## src/rtl/conv_pkg.sv

```systemverilog
// Shared types and default widths for the convolution result reader.
package conv_pkg;

    localparam int DEFAULT_DATA_WIDTH = 8;
    localparam int DEFAULT_ADDR_WIDTH = 5;

    typedef enum logic [1:0] {
        ST_IDLE   = 2'd0,
        ST_STREAM = 2'd1,
        ST_DONE   = 2'd2
    } conv_state_t;

endpackage

```

## src/rtl/skid_fifo2.sv

```systemverilog
// Two-entry FIFO that buffers result words between the memory read port and the output stream.
module skid_fifo2 #(
    parameter int WIDTH = 16
) (
    input  logic             clk,
    input  logic             rstn,
    input  logic             push,
    input  logic [WIDTH-1:0] din,
    input  logic             pop,
    output logic [WIDTH-1:0] dout,
    output logic             full,
    output logic             empty,
    output logic [1:0]       count
);

    logic       wr_ptr_reg;
    logic       rd_ptr_reg;
    logic [1:0] count_reg;
    logic       do_push;
    logic       do_pop;

    assign do_pop  = pop && (count_reg != 2'd0);
    // A full buffer still accepts a push when the head leaves on the same edge.
    assign do_push = push && ((count_reg != 2'd2) || do_pop);

    genvar gi;
    generate
        for (gi = 0; gi < 2; gi++) begin : g_entry
            logic [WIDTH-1:0] data_reg;
            always_ff @(posedge clk) begin
                if (!rstn) begin
                    data_reg <= '0;
                end else if (do_push && (wr_ptr_reg == 1'(gi))) begin
                    data_reg <= din;
                end
            end
        end
    endgenerate

    always_ff @(posedge clk) begin
        if (!rstn) begin
            wr_ptr_reg <= 1'b0;
            rd_ptr_reg <= 1'b0;
            count_reg  <= 2'd0;
        end else begin
            if (do_push) begin
                wr_ptr_reg <= ~wr_ptr_reg;
            end
            if (do_pop) begin
                rd_ptr_reg <= ~rd_ptr_reg;
            end
            if (do_push && !do_pop) begin
                count_reg <= count_reg + 2'd1;
            end else if (do_pop && !do_push) begin
                count_reg <= count_reg - 2'd1;
            end
        end
    end

    assign dout  = (count_reg == 2'd0) ? '0 :
                   (rd_ptr_reg ? g_entry[1].data_reg : g_entry[0].data_reg);
    assign full  = (count_reg == 2'd2);
    assign empty = (count_reg == 2'd0);
    assign count = count_reg;

endmodule

```

## src/rtl/conv_z_reader.sv

```systemverilog
// Streams sizeX+sizeY-1 convolution results out of the result memory with
// valid/ready flow control, keeping reads in flight bounded by a 2-entry buffer.
module conv_z_reader
    import conv_pkg::*;
#(
    parameter int DATA_WIDTH = DEFAULT_DATA_WIDTH,
    parameter int ADDR_WIDTH = DEFAULT_ADDR_WIDTH
) (
    input  logic                    clk,
    input  logic                    rstn,
    input  logic                    start,
    input  logic [ADDR_WIDTH-1:0]   sizeX,
    input  logic [ADDR_WIDTH-1:0]   sizeY,
    output logic [ADDR_WIDTH:0]     memZ_addr,
    output logic                    memZ_rd,
    input  logic [2*DATA_WIDTH-1:0] memZ_data,
    output logic [2*DATA_WIDTH-1:0] out_data,
    output logic                    out_valid,
    input  logic                    out_ready,
    output logic                    out_last,
    output logic                    busy_out,
    output logic                    done_out
);

    localparam int LW = ADDR_WIDTH + 1;
    localparam int RW = 2 * DATA_WIDTH;
    localparam logic [LW-1:0] LEN_ONE = {{ADDR_WIDTH{1'b0}}, 1'b1};

    conv_state_t   state_reg;
    logic [LW-1:0] len_reg;
    logic [LW-1:0] len_next;
    logic [LW-1:0] rd_cnt_reg;
    logic [LW-1:0] beat_cnt_reg;
    logic          pend_reg;
    logic          fifo_full;
    logic          fifo_empty;
    logic [1:0]    fifo_count;
    logic          pop;
    logic [2:0]    slots_used;

    assign len_next = ((sizeX == '0) || (sizeY == '0)) ? '0 :
                      ({1'b0, sizeX} + {1'b0, sizeY} - LEN_ONE);

    assign pop = !fifo_empty && out_ready;

    // Count the slot being popped this cycle as free, so reads keep one beat per cycle.
    assign slots_used = {1'b0, fifo_count} + {2'b00, pend_reg} - {2'b00, pop};

    assign memZ_rd   = (state_reg == ST_STREAM) && (rd_cnt_reg < len_reg) &&
                       (slots_used < 3'd2) && !(fifo_full && !pop);
    assign memZ_addr = rd_cnt_reg;

    assign out_valid = !fifo_empty;
    assign out_last  = out_valid && (beat_cnt_reg == (len_reg - LEN_ONE));
    assign busy_out  = (state_reg == ST_STREAM);
    assign done_out  = (state_reg == ST_DONE);

    skid_fifo2 #(
        .WIDTH (RW)
    ) u_buf (
        .clk   (clk),
        .rstn  (rstn),
        .push  (pend_reg),
        .din   (memZ_data),
        .pop   (pop),
        .dout  (out_data),
        .full  (fifo_full),
        .empty (fifo_empty),
        .count (fifo_count)
    );

    always_ff @(posedge clk) begin
        if (!rstn) begin
            state_reg    <= ST_IDLE;
            len_reg      <= '0;
            rd_cnt_reg   <= '0;
            beat_cnt_reg <= '0;
            pend_reg     <= 1'b0;
        end else begin
            // Read data returns one cycle after the strobe; capture it then.
            pend_reg <= memZ_rd;
            if (memZ_rd) begin
                rd_cnt_reg <= rd_cnt_reg + LEN_ONE;
            end
            if (pop) begin
                beat_cnt_reg <= beat_cnt_reg + LEN_ONE;
            end

            case (state_reg)
                ST_IDLE: begin
                    if (start) begin
                        len_reg      <= len_next;
                        rd_cnt_reg   <= '0;
                        beat_cnt_reg <= '0;
                        state_reg    <= (len_next == '0) ? ST_DONE : ST_STREAM;
                    end
                end
                ST_STREAM: begin
                    if (pop && out_last) begin
                        state_reg <= ST_DONE;
                    end
                end
                ST_DONE: begin
                    rd_cnt_reg   <= '0;
                    beat_cnt_reg <= '0;
                    state_reg    <= ST_IDLE;
                end
                default: begin
                    state_reg <= ST_IDLE;
                end
            endcase
        end
    end

endmodule

```

## config.mk

```make
export PLATFORM = sky130hd
export DESIGN_NAME = conv_z_reader
export DESIGN_NICKNAME = d
export VERILOG_FILES = /design/src/rtl/conv_pkg.sv /design/src/rtl/skid_fifo2.sv /design/src/rtl/conv_z_reader.sv
export SDC_FILE = /design/constraint.sdc
export NUM_CORES = 1
export LEC_CHECK = 0
export ABC_AREA = 1
export BUFFER_PORTS_ARGS = -buffer_cell sky130_fd_sc_hd__buf_2
export CORE_MARGIN = 3
export CORE_UTILIZATION = 23
export CTS_CLUSTER_DIAMETER = 50
export DETAILED_ROUTE_END_ITERATION = 8
export PLACE_DENSITY_LB_ADDON = 0.05
export SLEW_MARGIN = 30
export SYNTH_ARGS = -nofsm -noshare
export SYNTH_HDL_FRONTEND = slang
export SYNTH_SLANG_ARGS = --single-unit
export TNS_END_PERCENT = 20
```

## constraint.sdc

```tcl
create_clock -name clk -period 4.5 [get_ports clk]
set_input_delay 0.45 -clock clk [delete_from_list [all_inputs] [get_ports clk]]
set_output_delay 0.45 -clock clk [all_outputs]
set_load 0.01 [all_outputs]
```

Word level (Yosys, flattened, before mapping)
Cells that the tools add are included.

word-level totals
  bits in writable memories = 0
  output and inout bits = 27
  flip-flop bits (word level) = 57
  word-level logic and storage cells = 74
  memories = 0
  latch bits = 0
  input port bits = 30
  ROM bits = 0

cells by class
  magnitude comparators = 2
  div/mod/pow operators = 0
  multiplexer cells = 15
  equal/unequal tests = 7
  multipliers = 0
  bitwise gates (word level) = 2
  add/sub/neg operators = 9
  reductions and logical operators = 29
  shifts and indexed selects = 0

operators with widths
  cell                                                                  count
  16-bit two-way mux                                                    2
  6-bit two-way mux                                                     5
  6-bit case mux with 2 select lines                                    2
  1-bit logical AND                                                     13
  6-bit by 1-bit adder with 6-bit output, second input constant         2
  6-bit by 1-bit subtractor with 6-bit output, second input constant    2
  5-bit zero test                                                       2
  2-bit two-way mux                                                     5
  5-bit by 5-bit adder with 6-bit output                                1
  6-bit == test                                                         1
  6-bit zero test                                                       1
  6-bit < comparator                                                    1
  1-bit zero test                                                       5
  2-bit == test, second input constant                                  2
  2-bit zero test                                                       2
  2-bit inequality test, second input constant                          2
  2-bit case mux with 2 select lines                                    1
  2-bit AND reduction                                                   2
  2-bit nonzero test                                                    2
  2-bit by 1-bit adder with 3-bit output                                1
  3-bit by 2-bit < comparator with 1-bit output, second input constant  1
  3-bit by 1-bit subtractor with 3-bit output                           1
  2-bit by 1-bit adder with 2-bit output, second input constant         1
  2-bit by 1-bit == test with 1-bit output, second input constant       1
  4 further kinds                                                       6

Longest topological paths before layout
Gate-level depths: netlist (run 1).

  word-level depth = 10
  gate-level depth with buffers = 16
  depth with buffers taken out = 16

Modules after synthesis
A second synthesis (run 1) with hierarchy kept.

unflattened totals
  cells, all modules = 587
  area total of the unflattened synthesis = 3694.8 µm²

modules (own cells, without submodules)
  module         seq. area each (µm²)  instances  cells an instance  area each (µm²)
  skid_fifo2     720.7                 1          324                2015.7
  conv_z_reader  420.4                 1          263                1679.1

Worst setup path after synthesis (run 1)
No wires, ideal clock.

  kind = flip-flop to output port
  from = reg u_buf.count_reg[1] (netlist: u_buf.count[1])
  to = out memZ_rd
  path buffers = 0
  path slack = 1920 ps
  required time = 4050 ps
  arrival time = 2130 ps
  stages on the path, launching flop included = 13
  cells stage by stage = dfxtp_1 -> nor2_2 -> inv_4 -> nand2_4 -> inv_1 -> nand2_1 -> o21ai_0 -> nand2_1 -> fa_1 -> xor2_1 -> nor2_1 -> nand3_2 -> inv_1

between the ends
  longest elaborated chain between the ends = 7
  elaborated cells on any way between the ends = 12
  classes of those cells = add/sub: 2; order compare: 1; eq/ne: 1; reduce/logical: 8

RTL lines
  what                                                                            RTL line             RTL
  from (decl)                                                                     skid_fifo2.sv:18     logic [1:0] count_reg;
  from (signal assigned)                                                          skid_fifo2.sv:53     count_reg <= count_reg + 2'd1;
  from (signal assigned)                                                          skid_fifo2.sv:55     count_reg <= count_reg - 2'd1;
  branches (longest 6 deep; another with 2-bit by 1-bit adder with 3-bit output)  --
  1-bit logical AND (*)                                                           conv_z_reader.sv:50  (slots_used < 3'd2) && !(fifo_full && !pop);
  to (decl)                                                                       conv_z_reader.sv:15  output logic memZ_rd,

Mark *: on every way between the ends.

Worst setup path after layout (run 1)
Ends and elaborated chain as after synthesis.

==> flow_summary.toml, run 1 <==
[timing]
totalNegativeSetupSlack_ns = 0
number_of_failing_setup_endpoints_in_the_final_timing_report = 0
report.final.slew_viol_count = 0
unrepaired_setup_endpoints_after_global_routing = "no"
final_hold_viol_count = 0
clock_skews_ns = 0.00628
worst_slew_margin_rel_pct = 49.8
layout_min_cycle_time_ns = 3.44
finalCritPeriodShare_pct = 76.4
max_slew.worst_pin.slew_ns = 0.752
max_clock_freq_mhz = 291

[synthesis]
synthesis.nets = 517
avgSynthCellArea_um2 = 6.92
synth_area_leader_cell = "dfxtp_1"
synth.area.top_cells = "dfxtp_1 (35%), inv_1 (11%), a21oi_1 (10%), o21ai_0 (7.7%), nand2_1 (7.1%)"
ys_seq_area_share_pct = 35.3
netlist_area_um2 = 3230
ys.warnings.count = 0
syn_inst = 467
synth-seq-cells = 57
post_synth_num_cell_types = 32
post-synth-top-area-fraction_pct = 35.3

[global_route]
globalRouteOverflowTotal = 0
grt_antenna_before_repair = 0
groute.usage.overall_pct = 11.1
grt_pass1_wl_um = 14100
maximum_number_of_pins_on_one_net_before_global_route_repair = 44
vias_in_the_first_global_route = 2855

[route]
drc = 0
routed_via_density = 4.20
detailedRoute.firstIterationViolations = 156
route.antenna.remaining_nets = 0
drt_pass1_iterations = 4
route.detailed.wl_per_inst_um = 11.7
detail_route.wirelength_um = 8220
num_vias = 2949

[die]
floorplan.die_area_um2 = 15500
ioPinCount = 57
die_height_um = 125
fp-row-count = 42
fp.dieW_um = 125
standard_cell_core_area_um2 = 13500
floorplan.initialDensity_pct = 23.9

[critical_path]
timing.reg2reg.setup_slack_ns = 1.69
worstSetupPathType = "flop to output port"
critical_path.startpoint = "u_buf.count[1]"
cpPeakStageDelay_ns = 0.48
crit-reg2reg-launch = "u_buf.count[1]"
setup.worst_path.end_class = "output port"
critical_path.cell_chain = "nor2_2 > inv_4 > nand2_4 > inv_1 > nand2_1 > o21ai_0 > nand2_1 > fa_1 > xor2_1 > nor2_1 > nand3_2 > inv_1 > buf_2"
critPathLaunchType = "flop"
worst_ep_arrival_time_ns = 2.99
worst_path_max_delay_cell = "dfxtp_1"
critPathMaxFanout = 18
critical_path_required_time_ns = 4.05

[clock_network]
worst_setup_hold_path_clk_slew_ns = 0.05
clk_path_buf_depth = 2
cts.repair_timing.setup_buffer_count = 0
ctsResizeCount = 0
numCtsBuffers = 9
cts.root.buffer_cell = "clkbuf_16"
later_pin_clock_latency_in_the_skew_report_ns = 0.33
hold_buffers = 0
cts_tree = "done"
clkSinkCount = 57
cts.htree.levels = 3

[finish]
most_frequent_cells_in_the_layout = "inv_1 (96), a21oi_1 (66), nand2_1 (61)"
layout.filler_cells = 1498
largest_register_ff_count = 32
num_antenna_cells = 0
area.growth.synth_to_final_pct = 23.2
final_layout_size_suffix_gt1_share_pct = 16.3
nets_finish = 571
instances_no_fill = 702
mostFrequentLayoutCell = "inv_1"

[placement]
hpwlAfterDp_um = 5920
place_inst = 686
buffer_ports.inserted = 56
globalplace.congestion = 0.731

[run]
max_cap_viol_count = 0

[worst_hold_path]
min-delay-start = "memZ_data[3]"
worstHoldPathType = "primary input to flop"

[outcome]
outcome = "finished clean"

[power]
ir_drop_worst_case_vdd_uv = 185
power-per-cell-area_nw_per_um2 = 479
p_leak_nw = 1.87
-- layer usage --
metal  global-route usage [%]  vias to the layer above  share of wire, %
met1                     14.7                     1294                52
met2                     17.3                       43                43
li1                         -                     1599                 -
met3                     2.36                       13               2.9
met5                        0                        -                 0
met4                     5.03                        0               2.0
-- through the flow --
| step | hold WS [ns] | power, mW | util, % | setup WS (ns) | area, um2 |
|---|---|---|---|---|---|
| after floorplan | 0.421 | 1.03 | - | 1.92 | 3230 |
| after global placement | 0.430 | 1.18 | 27.1 | 1.44 | 3660 |
| after detailed placement | 0.434 | 1.19 | 27.1 | 1.38 | 3660 |
| after CTS | 0.388 | 1.95 | 29.5 | 1.01 | 3980 |
| after global routing | 0.410 | 2.05 | 29.5 | 0.806 | 3980 |
| final | 0.399 | 1.90 | 29.5 | 1.06 | 3980 |
-- final cells by class --
cell class	instances	area, um2	area share (%)
well taps	176	220	5.53
clock inverters	5	78.8	1.98
inverters	97	367	9.21
multi-input cells	297	1630	40.9
flip-flops and latches	57	1140	28.7
clock buffers	11	243	6.10
repair buffers	59	303	7.61
-- cells in the mapped netlist, drive strengths merged --
library cell / number
a21oi: 69
nor3b: 1
nor2: 40
inv: 97
xor2: 5
and3: 1
nor3: 3
or2: 1
o21ai: 65
ha: 18
buf: 8
clkbuf: 8
nand4: 7
fa: 2
o21bai: 1
nand3: 17
nand2: 63
xnor2: 1
nand3b: 2
dfxtp: 57
a21o: 1
-- final timing paths --
path                                                 endpoint  cells after the start
worst min-delay path             u_buf.g_entry[0].data_reg[3]                      3
worst max register to register                   memZ_addr[2]                     13
worst min register to register  u_buf.g_entry[0].data_reg[10]                      2
worst max-delay path                                  memZ_rd                     13
-- logic make-up after synthesis --
group	Yosys count	share of synthesized area [%]
DFF	57	35.3
and+or+nand+nor	135	18.6
AOI/OAI and AO/OA	136	21.9
xor gates and xnor gates	6	1.63
adders and majority gates	20	8.21
buffers and inverters	113	14.3
-- power breakdown --
group | switching, mW | leakage [nW] | internal, mW | total (mW)
Combinational | 0.362 | 1.25 | 0.186 | 0.548
Clock | 0.245 | 0.159 | 0.498 | 0.743
Sequential | 0.0535 | 0.462 | 0.560 | 0.613
-- critical path: cells and delay by family (launching register included) --
| kind | cells | cell delay [ns] |
|---|---|---|
| AND/OR/NAND/NOR | 6 | 0.97 |
| buffers and inverters | 4 | 0.59 |
| flip-flops | 1 | 0.48 |
| AO/OA/AOI/OAI | 1 | 0.08 |
| XOR/XNOR | 1 | 0.15 |
| adder cells (fa/ha/maj) | 1 | 0.37 |
Power figures use the tool's default switching activity.
==> run 2: changes to the inputs <==
ABC_AREA = 0   (was 1)
clock period = 3.6 ns   (was 4.5 ns; I/O delays follow)
==> run 2 against run 1 <==
  * Area after synthesis down 1.1%
  * Combinational power down 5.8%
  * Critical path depth down 4
  * Cell area about the same
  * Setup slack worse by 0.35 ns
  * Highest routed layer unchanged
==> flow_summary.toml, run 2 <==
[synthesis]
synth_simple_gate_area_share_pct = 20.0
ys_seq_area_share_pct = 35.7
synth_flop_cell = "dfxtp_1"
ys_top_cells_by_count = "dfxtp_1 (57), mux2i_1 (49), nor2b_1 (44)"
synth_edf_count = 0
synth-xor-area-share_pct = 5.76
ys.warnings.count = 0
synth_compound_area_share_pct = 8.85
post_synth_num_cell_types = 46
most_frequently_used_cell_type_in_the_post_synthesis_netlist = "dfxtp_1"
synth.area.top_cells = "dfxtp_1 (36%), mux2i_1 (15%), nor2b_1 (8.6%), ha_1 (7.0%), nor2_1 (4.1%)"
avgSynthCellArea_um2 = 9.18
synth_top_family_by_area = "simple AND/OR/NAND/NOR gates"
post-synth-top-area-fraction_pct = 35.7
postSynth.asyncResetShare_pct = 0
synthesis.nets = 398
synth-seq-cells = 57
netlist_area_um2 = 3200
syn_inst = 348
synth_area_leader_cell = "dfxtp_1"
synth-adder-area-share_pct = 8.30
muxShareOfSynthArea_pct = 15.3

[timing]
number_of_failing_setup_endpoints_in_the_final_timing_report = 0
finalCritPeriodShare_pct = 80.2
report.final.slew_viol_count = 0
final_hold_viol_count = 0
max_slew.worst_pin.slew_ns = 0.812
max_clock_freq_mhz = 346
layout_min_cycle_time_ns = 2.89
hold_ws_ns = 0.304
worst_slew_margin_rel_pct = 45.8
fin_ws_ns = 0.712
totalNegativeSetupSlack_ns = 0
clock_skews_ns = 0.00937
unrepaired_setup_endpoints_after_global_routing = "no"

[clock_network]
clk_path_buf_depth = 2
clkSinkCount = 57
ctsResizeCount = 0
cts_tree = "done"
worst_setup_hold_path_clk_slew_ns = 0.05
hold_buffers = 0
cts.repair_timing.setup_buffer_count = 0
cts.htree.levels = 3
later_pin_clock_latency_in_the_skew_report_ns = 0.33
cts.root.buffer_cell = "clkbuf_16"
numCtsBuffers = 9

[critical_path]
critPathMaxFanout = 8
critical_path_required_time_ns = 3.24
critPathLaunchType = "flop"
worst_ep_arrival_time_ns = 2.53
setup.worst_path.end_class = "output port"
worstSetupPathType = "flop to output port"

[route]
routed_via_density = 4.29
drc = 0
drt_pass1_iterations = 4
route.detailed.wl_per_inst_um = 13.2
num_vias = 2509
detail_route.wirelength_um = 7710
detailedRoute.firstIterationViolations = 116
route.antenna.remaining_nets = 0

[die]
ioPinCount = 57
fp-row-count = 42
standard_cell_core_area_um2 = 13400
floorplan.initialDensity_pct = 23.8
die_height_um = 124
fp.dieW_um = 124
floorplan.die_area_um2 = 15300

[global_route]
grt_antenna_before_repair = 0
groute.usage.overall_pct = 11.0
vias_in_the_first_global_route = 2470
grt_pass1_wl_um = 12700
globalRouteOverflowTotal = 0
maximum_number_of_pins_on_one_net_before_global_route_repair = 46

[finish]
instances_no_fill = 585
final_layout_size_suffix_gt1_share_pct = 21.0
mostFrequentLayoutCell = "dfxtp_1"
area.growth.synth_to_final_pct = 24.5
num_antenna_cells = 0
nets_finish = 456
most_frequent_cells_in_the_layout = "dfxtp_1 (57), buf_2 (56), mux2i_1 (49)"
largest_register_ff_count = 32

[placement]
hpwlAfterDp_um = 5560
globalplace.congestion = 0.691
placement.setup.worst_slack_ns = 1.05
buffer_ports.inserted = 56
place_inst = 571

[power]
power-per-cell-area_nw_per_um2 = 552
p_leak_nw = 1.74
ir_drop_worst_case_vdd_uv = 170

[worst_hold_path]
worstHoldPathType = "primary input to flop"

[run]
max_cap_viol_count = 0

[outcome]
outcome = "finished clean"
[run 2: report_power, final]
group	leakage (nW)	internal [mW]	total, mW	switching [mW]
Clock	0.157	0.634	0.924	0.291
Combinational	1.12	0.236	0.516	0.280
Sequential	0.461	0.678	0.758	0.0802
[run 2: metrics by stage]
stage / power [mW] / util (%) / area, um2
6_report: 2.20 / 29.7 / 3980
5_1_grt: 2.35 / 29.7 / 3980
4_1_cts: 2.26 / 29.7 / 3980
3_5_place_dp: 1.31 / 27.3 / 3660
2_1_floorplan: 1.13 / - / 3200
3_3_place_gp: 1.31 / 27.3 / 3660
[run 2: per-layer routing]
layer / vias to the layer above / part of all wire [%] / wire length [um] / track usage (%)
met5: - / 0 / 0 / 0
met4: 0 / 2.0 / 158 / 5.19
met3: 14 / 5.3 / 411 / 2.95
met2: 52 / 42 / 3270 / 15.6
met1: 1148 / 50 / 3870 / 15.3
li1: 1295 / - / - / -
[run 2: cell families after synthesis]
family	Yosys count
mux	49
buf+inv	44
flops	57
fa+ha+maj	20
xor+xnor	21
compound gates	38
simple gates	119
[run 2: path summary, 6_finish.rpt]
kind,start,end,slack (ns),cells after the start
setup reg to reg,u_buf.count[1],memZ_addr[4],1.06,9
setup / recovery,u_buf.count[1],memZ_rd,0.71,9
hold / removal,memZ_data[2],u_buf.g_entry[1].data_reg[2],0.30,3
hold reg to reg,beat_cnt_reg[1],beat_cnt_reg[1],0.50,2
[run 2: final cells by class]
type                    count  area (um2)
multi-input cells         247        1870
clock inverters             3        65.1
well taps                 176         220
repair buffers             61         318
fillers                  1428        9420
flip-flops and latches     57        1140
inverters                  30         113
clock buffers              11         253
[run 2: worst max-delay path, stage by stage, from the launching register on]
cell and delay, ns:
dfxtp_1 0.49, nand2_1 0.09, nor2_1 0.18, o21ai_0 0.14, fa_1 0.49, nor2b_1 0.14
o2111ai_1 0.17, a21o_1 0.27, inv_2 0.09, buf_2 0.13
